--- src/rtl/mem_port_arbiter.sv ---
`default_nettype none
// ============================================================================
// Module  : mem_port_arbiter
// Summary : N-requester valid/ready arbiter sharing one pipelined, in-order
//           memory port, with ID tracking to route responses back.
// Rev     : 1.0  initial release
// ============================================================================
module mem_port_arbiter #(
  parameter int NPORTS    = 2,
  parameter int ADDR_W    = 32,
  parameter int DATA_W    = 64,
  parameter int MAX_OUTST = 4,
  parameter int PRIO_MODE = 0
) (
  input  logic                         clk_i,
  input  logic                         reset_i,
  input  logic [NPORTS-1:0]            req_valid_i,
  output logic [NPORTS-1:0]            req_ready_o,
  input  logic [NPORTS-1:0]            req_we_i,
  input  logic [NPORTS*ADDR_W-1:0]     req_addr_i,
  input  logic [NPORTS*DATA_W-1:0]     req_wdata_i,
  input  logic [NPORTS*DATA_W/8-1:0]   req_wmask_i,
  output logic [NPORTS-1:0]            rsp_valid_o,
  output logic [DATA_W-1:0]            rsp_rdata_o,
  output logic                         mem_req_valid_o,
  input  logic                         mem_req_ready_i,
  output logic                         mem_we_o,
  output logic [ADDR_W-1:0]            mem_addr_o,
  output logic [DATA_W-1:0]            mem_wdata_o,
  output logic [DATA_W/8-1:0]          mem_wmask_o,
  input  logic                         mem_rsp_valid_i,
  input  logic [DATA_W-1:0]            mem_rsp_rdata_i,
  output logic [$clog2(MAX_OUTST):0]   outstanding_o,
  output logic                         err_o
);
  localparam int c_MASK_W = DATA_W / 8;
  localparam int c_IDX_W  = $clog2(NPORTS);
  localparam int c_PTR_W  = $clog2(MAX_OUTST);
  localparam int c_CNT_W  = c_PTR_W + 1;
  localparam logic [c_IDX_W-1:0] c_LAST_PORT  = c_IDX_W'(NPORTS - 1);
  localparam logic [c_IDX_W:0]   c_NPORTS_EXT = (c_IDX_W + 1)'(NPORTS);
  localparam logic [c_CNT_W-1:0] c_FULL_CNT   = c_CNT_W'(MAX_OUTST);
  localparam logic [NPORTS-1:0]  c_PORT0      = NPORTS'(1);

  logic [c_IDX_W-1:0] r_rrPtr;
  logic [c_IDX_W-1:0] r_idFifo [MAX_OUTST];
  logic [c_PTR_W-1:0] r_wrPtr;
  logic [c_PTR_W-1:0] r_rdPtr;
  logic [c_CNT_W-1:0] r_count;
  logic [NPORTS-1:0]  r_rspValid;
  logic [DATA_W-1:0]  r_rspData;
  logic               r_err;

  logic [c_IDX_W-1:0] w_grantIdx;
  logic               w_anyValid;
  logic               w_full;
  logic               w_push;
  logic               w_pop;

  assign w_anyValid = |req_valid_i;

  generate
    if (PRIO_MODE == 0) begin : g_roundRobin
      logic [NPORTS-1:0]  w_rot;
      logic [c_IDX_W-1:0] w_off;
      logic [c_IDX_W:0]   w_sum;

      // Rotate so bit 0 is the port at rr_ptr, find the first set bit, rotate back.
      assign w_rot = NPORTS'({req_valid_i, req_valid_i} >> r_rrPtr);

      always_comb begin
        w_off = '0;
        for (int k = NPORTS - 1; k >= 0; k--) begin
          if (w_rot[k]) w_off = c_IDX_W'(k);
        end
      end

      assign w_sum      = {1'b0, r_rrPtr} + {1'b0, w_off};
      assign w_grantIdx = (w_sum >= c_NPORTS_EXT) ? c_IDX_W'(w_sum - c_NPORTS_EXT)
                                                  : w_sum[c_IDX_W-1:0];
    end else begin : g_fixedPrio
      always_comb begin
        w_grantIdx = '0;
        for (int k = NPORTS - 1; k >= 0; k--) begin
          if (req_valid_i[k]) w_grantIdx = c_IDX_W'(k);
        end
      end
    end
  endgenerate

  // Full looks only at the registered count so ready never depends on the response path.
  assign w_full          = (r_count == c_FULL_CNT);
  assign mem_req_valid_o = reset_i & w_anyValid & ~w_full;
  assign w_push          = mem_req_valid_o & mem_req_ready_i;
  assign w_pop           = mem_rsp_valid_i & (r_count != '0);
  assign req_ready_o     = w_push ? (c_PORT0 << w_grantIdx) : '0;

  assign mem_we_o    = req_we_i[w_grantIdx];
  assign mem_addr_o  = req_addr_i[w_grantIdx*ADDR_W +: ADDR_W];
  assign mem_wdata_o = req_wdata_i[w_grantIdx*DATA_W +: DATA_W];
  assign mem_wmask_o = req_wmask_i[w_grantIdx*c_MASK_W +: c_MASK_W];

  always_ff @(posedge clk_i) begin
    if (w_push) r_idFifo[r_wrPtr] <= w_grantIdx;
  end

  always_ff @(posedge clk_i or negedge reset_i) begin
    if (!reset_i) begin
      r_rrPtr    <= '0;
      r_wrPtr    <= '0;
      r_rdPtr    <= '0;
      r_count    <= '0;
      r_rspValid <= '0;
      r_rspData  <= '0;
      r_err      <= 1'b0;
    end else begin
      if (w_push) begin
        r_wrPtr <= r_wrPtr + 1'b1;
        if (PRIO_MODE == 0) r_rrPtr <= (w_grantIdx == c_LAST_PORT) ? '0 : w_grantIdx + 1'b1;
      end

      if (w_pop) begin
        r_rdPtr    <= r_rdPtr + 1'b1;
        r_rspValid <= c_PORT0 << r_idFifo[r_rdPtr];
        r_rspData  <= mem_rsp_rdata_i;
      end else begin
        r_rspValid <= '0;
      end

      case ({w_push, w_pop})
        2'b10:   r_count <= r_count + 1'b1;
        2'b01:   r_count <= r_count - 1'b1;
        default: r_count <= r_count;
      endcase

      if (mem_rsp_valid_i && (r_count == '0)) r_err <= 1'b1;
    end
  end

  assign rsp_valid_o   = r_rspValid;
  assign rsp_rdata_o   = r_rspData;
  assign outstanding_o = r_count;
  assign err_o         = r_err;

endmodule
`default_nettype wire

--- config.mk ---
export PLATFORM = sky130hd
export DESIGN_NAME = mem_port_arbiter
export DESIGN_NICKNAME = d
export VERILOG_FILES = /design/src/rtl/mem_port_arbiter.sv
export SDC_FILE = /design/constraint.sdc
export NUM_CORES = 1
export LEC_CHECK = 0
export ABC_AREA = 0
export BUFFER_PORTS_ARGS = -buffer_cell sky130_fd_sc_hd__buf_2
export CORE_AREA = 4 4 178 180
export CTS_CLUSTER_SIZE = 8
export DETAILED_ROUTE_END_ITERATION = 8
export DIE_AREA = 0 0 182 184
export GPL_ROUTABILITY_DRIVEN = 0
export PLACE_DENSITY = 0.43
export SYNTH_ARGS = -nofsm -noshare
export SYNTH_HDL_FRONTEND = slang
export SYNTH_SLANG_ARGS = --single-unit
--- constraint.sdc ---
create_clock -name clk_i -period 2.18 [get_ports clk_i]
set_input_delay 0.109 -clock clk_i [delete_from_list [all_inputs] [get_ports clk_i]]
set_output_delay 0.109 -clock clk_i [all_outputs]
set_load 0.02 [all_outputs]
==> impl_results.html <==
<table>
<tr><th>Metric</th><th>Value</th></tr>
<tr><th colspan="2">Outcome</th></tr>
<tr><td>Run status</td><td>finished, final reports clean</td></tr>
<tr><th colspan="2">Drt</th></tr>
<tr><td>Number of remaining DRC errors</td><td>0</td></tr>
<tr><td>Via density per instance</td><td>3.70</td></tr>
<tr><td>Total iterations of the first detailed-routing run</td><td>4</td></tr>
<tr><td>Total via count after detailed routing</td><td>4544</td></tr>
<tr><td>Drt total wl</td><td>24500 um</td></tr>
<tr><td>Antenna Nets Post-Route</td><td>0</td></tr>
<tr><td>Violation count after the first detailed-routing iteration</td><td>71</td></tr>
<tr><td>Drt wl/cell</td><td>20.0 um</td></tr>
<tr><th colspan="2">Yosys</th></tr>
<tr><td>Number of synthesized register bits</td><td>79</td></tr>
<tr><td>Post-synthesis cell count</td><td>311</td></tr>
<tr><td>Number of enable-type register cells in the synthesized netlist</td><td>4</td></tr>
<tr><td>Syn avg cell area</td><td>14.2 um2</td></tr>
<tr><td>Syn Std Cell Area</td><td>4410 um2</td></tr>
<tr><td>Post-synth ARST share</td><td>94.9%</td></tr>
<tr><td>Register area share after synthesis</td><td>45.3%</td></tr>
<tr><td>Leading post-synthesis cells by cell area</td><td>sky130_fd_sc_hd__dfrtp_1 43%, sky130_fd_sc_hd__mux2_2 41%, sky130_fd_sc_hd__mux2_4 3.7%</td></tr>
<tr><td>Top cell type by total area after synthesis</td><td>sky130_fd_sc_hd__dfrtp_1</td></tr>
<tr><td>Ranking of synthesized cells by instance count</td><td>159 x sky130_fd_sc_hd__mux2_2, 75 x sky130_fd_sc_hd__dfrtp_1, 15 x sky130_fd_sc_hd__buf_2</td></tr>
<tr><td>Most common cell in the synthesized netlist</td><td>sky130_fd_sc_hd__mux2_2</td></tr>
<tr><td>Area share of the largest cell type after synthesis</td><td>42.5%</td></tr>
<tr><td>Number of distinct library cells after synthesis</td><td>24</td></tr>
<tr><td>Net count after synthesis</td><td>597</td></tr>
<tr><td>Warning count from the yosys run</td><td>0</td></tr>
<tr><td>Primary FF master, synth</td><td>sky130_fd_sc_hd__dfrtp_1</td></tr>
<tr><th colspan="2">Timing</th></tr>
<tr><td>Final period demand of the worst path</td><td>2.07 ns</td></tr>
<tr><td>Worst-case clock skew</td><td>0.0122 ns</td></tr>
<tr><td>Transition time of the tightest slew-check pin</td><td>0.624 ns</td></tr>
<tr><td>Worst hold margin</td><td>0.0157 ns</td></tr>
<tr><td>Setup repair after global routing missed its margin</td><td>false</td></tr>
<tr><td>Max-slew violation count</td><td>0</td></tr>
<tr><td>Hold violation total from the final report</td><td>0</td></tr>
<tr><td>Fmax</td><td>483 MHz</td></tr>
<tr><td>Slew Limit Headroom</td><td>58.4%</td></tr>
<tr><td>Final setup viols</td><td>0</td></tr>
<tr><td>Final worst-path cycle share</td><td>95.0%</td></tr>
<tr><td>Setup Total Neg Slack</td><td>0 ns</td></tr>
<tr><th colspan="2">Placement</th></tr>
<tr><td>Quantity of I/O buffers inserted on ports</td><td>457</td></tr>
<tr><td>Post-DP HPWL</td><td>20300 um</td></tr>
<tr><td>Post-Place Cell Area</td><td>7190 um2</td></tr>
<tr><th colspan="2">Worst setup path</th></tr>
<tr><td>Largest delay contributor family on the critical path</td><td>flip-flops</td></tr>
<tr><td>Critical path class</td><td>flop to primary output</td></tr>
<tr><td>Crit start category</td><td>flop</td></tr>
<tr><td>R2R setup slack</td><td>0.31 ns</td></tr>
<tr><td>Crit Reg-Reg Startpoint</td><td>outstanding_o[0]$_DFFE_PN0P_</td></tr>
<tr><td>Worst endpoint data arrival time</td><td>1.96 ns</td></tr>
<tr><td>End of the worst register-to-register path</td><td>outstanding_o[2]$_DFFE_PN0P_</td></tr>
<tr><td>Critical path, cell by cell</td><td>maj3_4, buf_4, mux2_2, buf_2</td></tr>
<tr><td>Slowest stage cell, crit path</td><td>sky130_fd_sc_hd__dfrtp_2</td></tr>
<tr><td>Count of buffering cells on the critical path with inverters included</td><td>2</td></tr>
<tr><td>Max FO, Critical Path</td><td>8</td></tr>
<tr><td>Slowest cell delay on critical path</td><td>0.46 ns</td></tr>
<tr><td>Worst setup EP type</td><td>primary output</td></tr>
<tr><td>Required time of the critical path</td><td>2.07 ns</td></tr>
<tr><td>Count of cells along the worst register-to-register path</td><td>9</td></tr>
<tr><th colspan="2">CTS</th></tr>
<tr><td>Clock root buffer</td><td>sky130_fd_sc_hd__clkbuf_16</td></tr>
<tr><td>Maximum level of the CTS H-tree</td><td>3</td></tr>
<tr><td>Clock latency at the later pin of the worst-skew pair</td><td>0.34 ns</td></tr>
<tr><td>Maximum number of buffers from clock root to sink</td><td>2</td></tr>
<tr><td>Number of clock buffers inserted by TritonCTS</td><td>9</td></tr>
<tr><td>Number of sinks driven by the clock tree</td><td>79</td></tr>
<tr><td>Clock-pin slew reported for the worst setup and hold paths after clock tree synthesis</td><td>0.07 ns</td></tr>
<tr><td>CTS tree</td><td>yes</td></tr>
<tr><th colspan="2">Floorplanning</th></tr>
<tr><td>Placeable core region</td><td>30200 um2</td></tr>
<tr><td>Die outline width</td><td>182 um</td></tr>
<tr><td>Area enclosed by the die boundary</td><td>33500 um2</td></tr>
<tr><td>Initial Utilization</td><td>14.6%</td></tr>
<tr><td>Number of standard-cell rows in the floorplan</td><td>64</td></tr>
<tr><td>Y dimension of the die</td><td>184 um</td></tr>
<tr><td>Boundary pin count</td><td>458</td></tr>
<tr><th colspan="2">Power</th></tr>
<tr><td>Sequential group share of total power</td><td>27.4%</td></tr>
<tr><td>Static leakage</td><td>4.02 nW</td></tr>
<tr><td>Internal power component</td><td>0.00477 W</td></tr>
<tr><td>Combinational fraction of design power</td><td>53.5%</td></tr>
<tr><td>Clock power frac</td><td>19.1%</td></tr>
<tr><td>Switching fraction of total power</td><td>41.6%</td></tr>
<tr><td>P_sw</td><td>0.00339 W</td></tr>
<tr><td>Maximum vdd drop</td><td>0.000588 V</td></tr>
<tr><td>Total power per unit cell area</td><td>1010 nW/um2</td></tr>
<tr><th colspan="2">Hold path</th></tr>
<tr><td>Endpoint of the worst hold-timing path</td><td>rsp_rdata_o[40]$_DFFE_PN0P_</td></tr>
<tr><td>Path class of the lowest-slack min-delay path</td><td>input port to flop</td></tr>
<tr><td>Beginning of the worst hold path</td><td>mem_rsp_rdata_i[40]</td></tr>
<tr><td>WHS Path Cells</td><td>2</td></tr>
<tr><th colspan="2">Layout</th></tr>
<tr><td>Final Core Density</td><td>26.7%</td></tr>
<tr><td>Ratio of cells with drive above 1 in the final layout</td><td>79.4%</td></tr>
<tr><td>P&amp;R area growth vs syn</td><td>82.5%</td></tr>
<tr><td># fillers</td><td>3250</td></tr>
<tr><td>Design area</td><td>8050 um2</td></tr>
<tr><td>Number of nets in the layout</td><td>1110</td></tr>
<tr><th colspan="2">GRT</th></tr>
<tr><td>Gr usage total</td><td>13.7%</td></tr>
<tr><td>Global-route wire length before repair</td><td>33200 um</td></tr>
<tr><td>Overflow left after global routing</td><td>0</td></tr>
<tr><td>Largest net degree at the start of global routing</td><td>69</td></tr>
<tr><td>Number of global-route vias before repair</td><td>4906</td></tr>
<tr><td>Antenna violations before repair</td><td>3</td></tr>
<tr><th colspan="2">Run</th></tr>
<tr><td>Max-cap violations</td><td>0</td></tr>
</table>
-- worst max-delay path by stage --
stage | startpoint | to | slack [ns] | cells after the start
6_report | r_rrPtr$_DFFE_PN0P_ | mem_wdata_o[44] | 0.11 | 4
5_1_grt | reset_i | outstanding_o[1]$_DFFE_PN0P_ | 0.03 | 10
4_1_cts | r_rrPtr$_DFFE_PN0P_ | mem_wdata_o[44] | 0.04 | 4
3_5_place_dp | outstanding_o[0]$_DFFE_PN0P_ | outstanding_o[2]$_DFFE_PN0P_ | 0.29 | 9
3_3_place_gp | req_valid_i[1] | outstanding_o[2]$_DFFE_PN0P_ | 0.32 | 11
2_1_floorplan | outstanding_o[0]$_DFFE_PN0P_ | outstanding_o[2]$_DFFE_PN0P_ | 0.05 | 10
-- layer usage --
layer	GRT usage (%)	vias to the layer above	routed length, um
met5	0	-	13
met4	3.06	2	335
met3	7.06	22	3130
met2	24.1	253	12200
met1	14.7	2121	8840
li1	-	2146	-
-- cells by family (layout without fill, tap and decap cells) --
logic type                 Yosys count  count (layout)  synth area share, %
AOI/OAI and AO/OA                    5               5                0.879
xor gates and xnor gates             6               6                 1.19
adders and majority gates            7               8                 2.13
buffers and inverters               29             546                 3.74
DFF                                 79              79                 45.3
muxes                              173             173                 45.3
other                                0               2                    0
and+or+nand+nor                     12              12                 1.50
-- sequential cells by signal, summed over array words and instances (netlist names) --
name and cells:
r_wrPtr 2, r_idFifo 4, err_o 1, rsp_rdata_o 64
outstanding_o 3, r_rrPtr 1, rsp_valid_o 2, r_rdPtr 2
-- area by class of cell --
class,instances,area (um2),area share [%]
antenna,2,5.00,0.0622
clock buffer,10,229,2.84
clock inverter,6,70.1,0.870
inverter,9,33.8,0.420
multi-input combinational,204,2260,28.1
sequential,79,2000,24.8
tap,396,495,6.15
timing repair buffer,521,2960,36.7
-- worst reg2reg max path: stages, from the launching register on --
cell                       delay, ns
sky130_fd_sc_hd__dfrtp_1        0.44
sky130_fd_sc_hd__nor2_1         0.18
sky130_fd_sc_hd__a211oi_2       0.10
sky130_fd_sc_hd__inv_1          0.07
sky130_fd_sc_hd__ha_1           0.17
sky130_fd_sc_hd__inv_1          0.06
sky130_fd_sc_hd__fa_1           0.37
sky130_fd_sc_hd__xor2_1         0.15
sky130_fd_sc_hd__nor2_1         0.11
sky130_fd_sc_hd__xor2_1         0.15
-- placed cells by master (no fill, tap or decap) --
| cell type | instances |
|---|---|
| sky130_fd_sc_hd__clkinvlp_4 | 3 |
| sky130_fd_sc_hd__buf_2 | 456 |
| sky130_fd_sc_hd__dlygate4sd3_1 | 54 |
| sky130_fd_sc_hd__clkbuf_1 | 1 |
| sky130_fd_sc_hd__nor2b_1 | 2 |
| sky130_fd_sc_hd__nor3_1 | 1 |
| sky130_fd_sc_hd__o31a_2 | 1 |
| sky130_fd_sc_hd__mux4_2 | 1 |
| sky130_fd_sc_hd__bufinv_16 | 1 |
| sky130_fd_sc_hd__inv_1 | 9 |
| sky130_fd_sc_hd__nor2_1 | 2 |
| sky130_fd_sc_hd__clkbuf_16 | 9 |
| sky130_fd_sc_hd__diode_2 | 2 |
| sky130_fd_sc_hd__edfxtp_1 | 4 |
| sky130_fd_sc_hd__dfrtp_1 | 74 |
| sky130_fd_sc_hd__a21oi_1 | 1 |
| sky130_fd_sc_hd__fa_1 | 1 |
| sky130_fd_sc_hd__nand2_1 | 1 |
| sky130_fd_sc_hd__ha_1 | 5 |
| sky130_fd_sc_hd__and2_1 | 6 |
| sky130_fd_sc_hd__maj3_4 | 1 |
| sky130_fd_sc_hd__inv_6 | 1 |
| sky130_fd_sc_hd__mux2_2 | 159 |
| sky130_fd_sc_hd__mux2i_1 | 2 |
| sky130_fd_sc_hd__xnor2_1 | 3 |
| sky130_fd_sc_hd__mux2_4 | 11 |
| sky130_fd_sc_hd__dfrtp_2 | 1 |
| sky130_fd_sc_hd__a21o_1 | 1 |
| sky130_fd_sc_hd__a211oi_2 | 1 |
| sky130_fd_sc_hd__buf_12 | 4 |
| sky130_fd_sc_hd__maj3_2 | 1 |
| sky130_fd_sc_hd__clkinv_4 | 1 |
| sky130_fd_sc_hd__xor2_1 | 3 |
| sky130_fd_sc_hd__buf_4 | 7 |
| sky130_fd_sc_hd__o21ai_0 | 1 |
-- timing repair --
item,4_1_cts,5_1_grt
hold buffers,54,0
setup buffers,1,0
endpoints found under the hold margin,79,0
gates resized for setup,1,0
endpoints found under the setup margin,11,0
-- stage by stage --
step                instances  power (W)  worst slack [ns]
detailed placement       1153    0.00659             0.290
finish                   1227    0.00816             0.110
global placement         1153    0.00658             0.316
floorplan                 311    0.00495            0.0492
global route             1225    0.00870            0.0254
CTS                      1225    0.00836            0.0365
-- power by group through the flow --
| stage | logic, W | clock network [W] | registers (W) |
|---|---|---|---|
| after CTS | 0.00446 | 0.00165 | 0.00225 |
| after detailed placement | 0.00434 | 0 | 0.00226 |
| after floorplan | 0.00218 | 0 | 0.00278 |
| final | 0.00436 | 0.00156 | 0.00224 |
| after global placement | 0.00434 | 0 | 0.00224 |
| after global routing | 0.00470 | 0.00169 | 0.00232 |
Note: power is estimated with default switching activity, not from simulation.
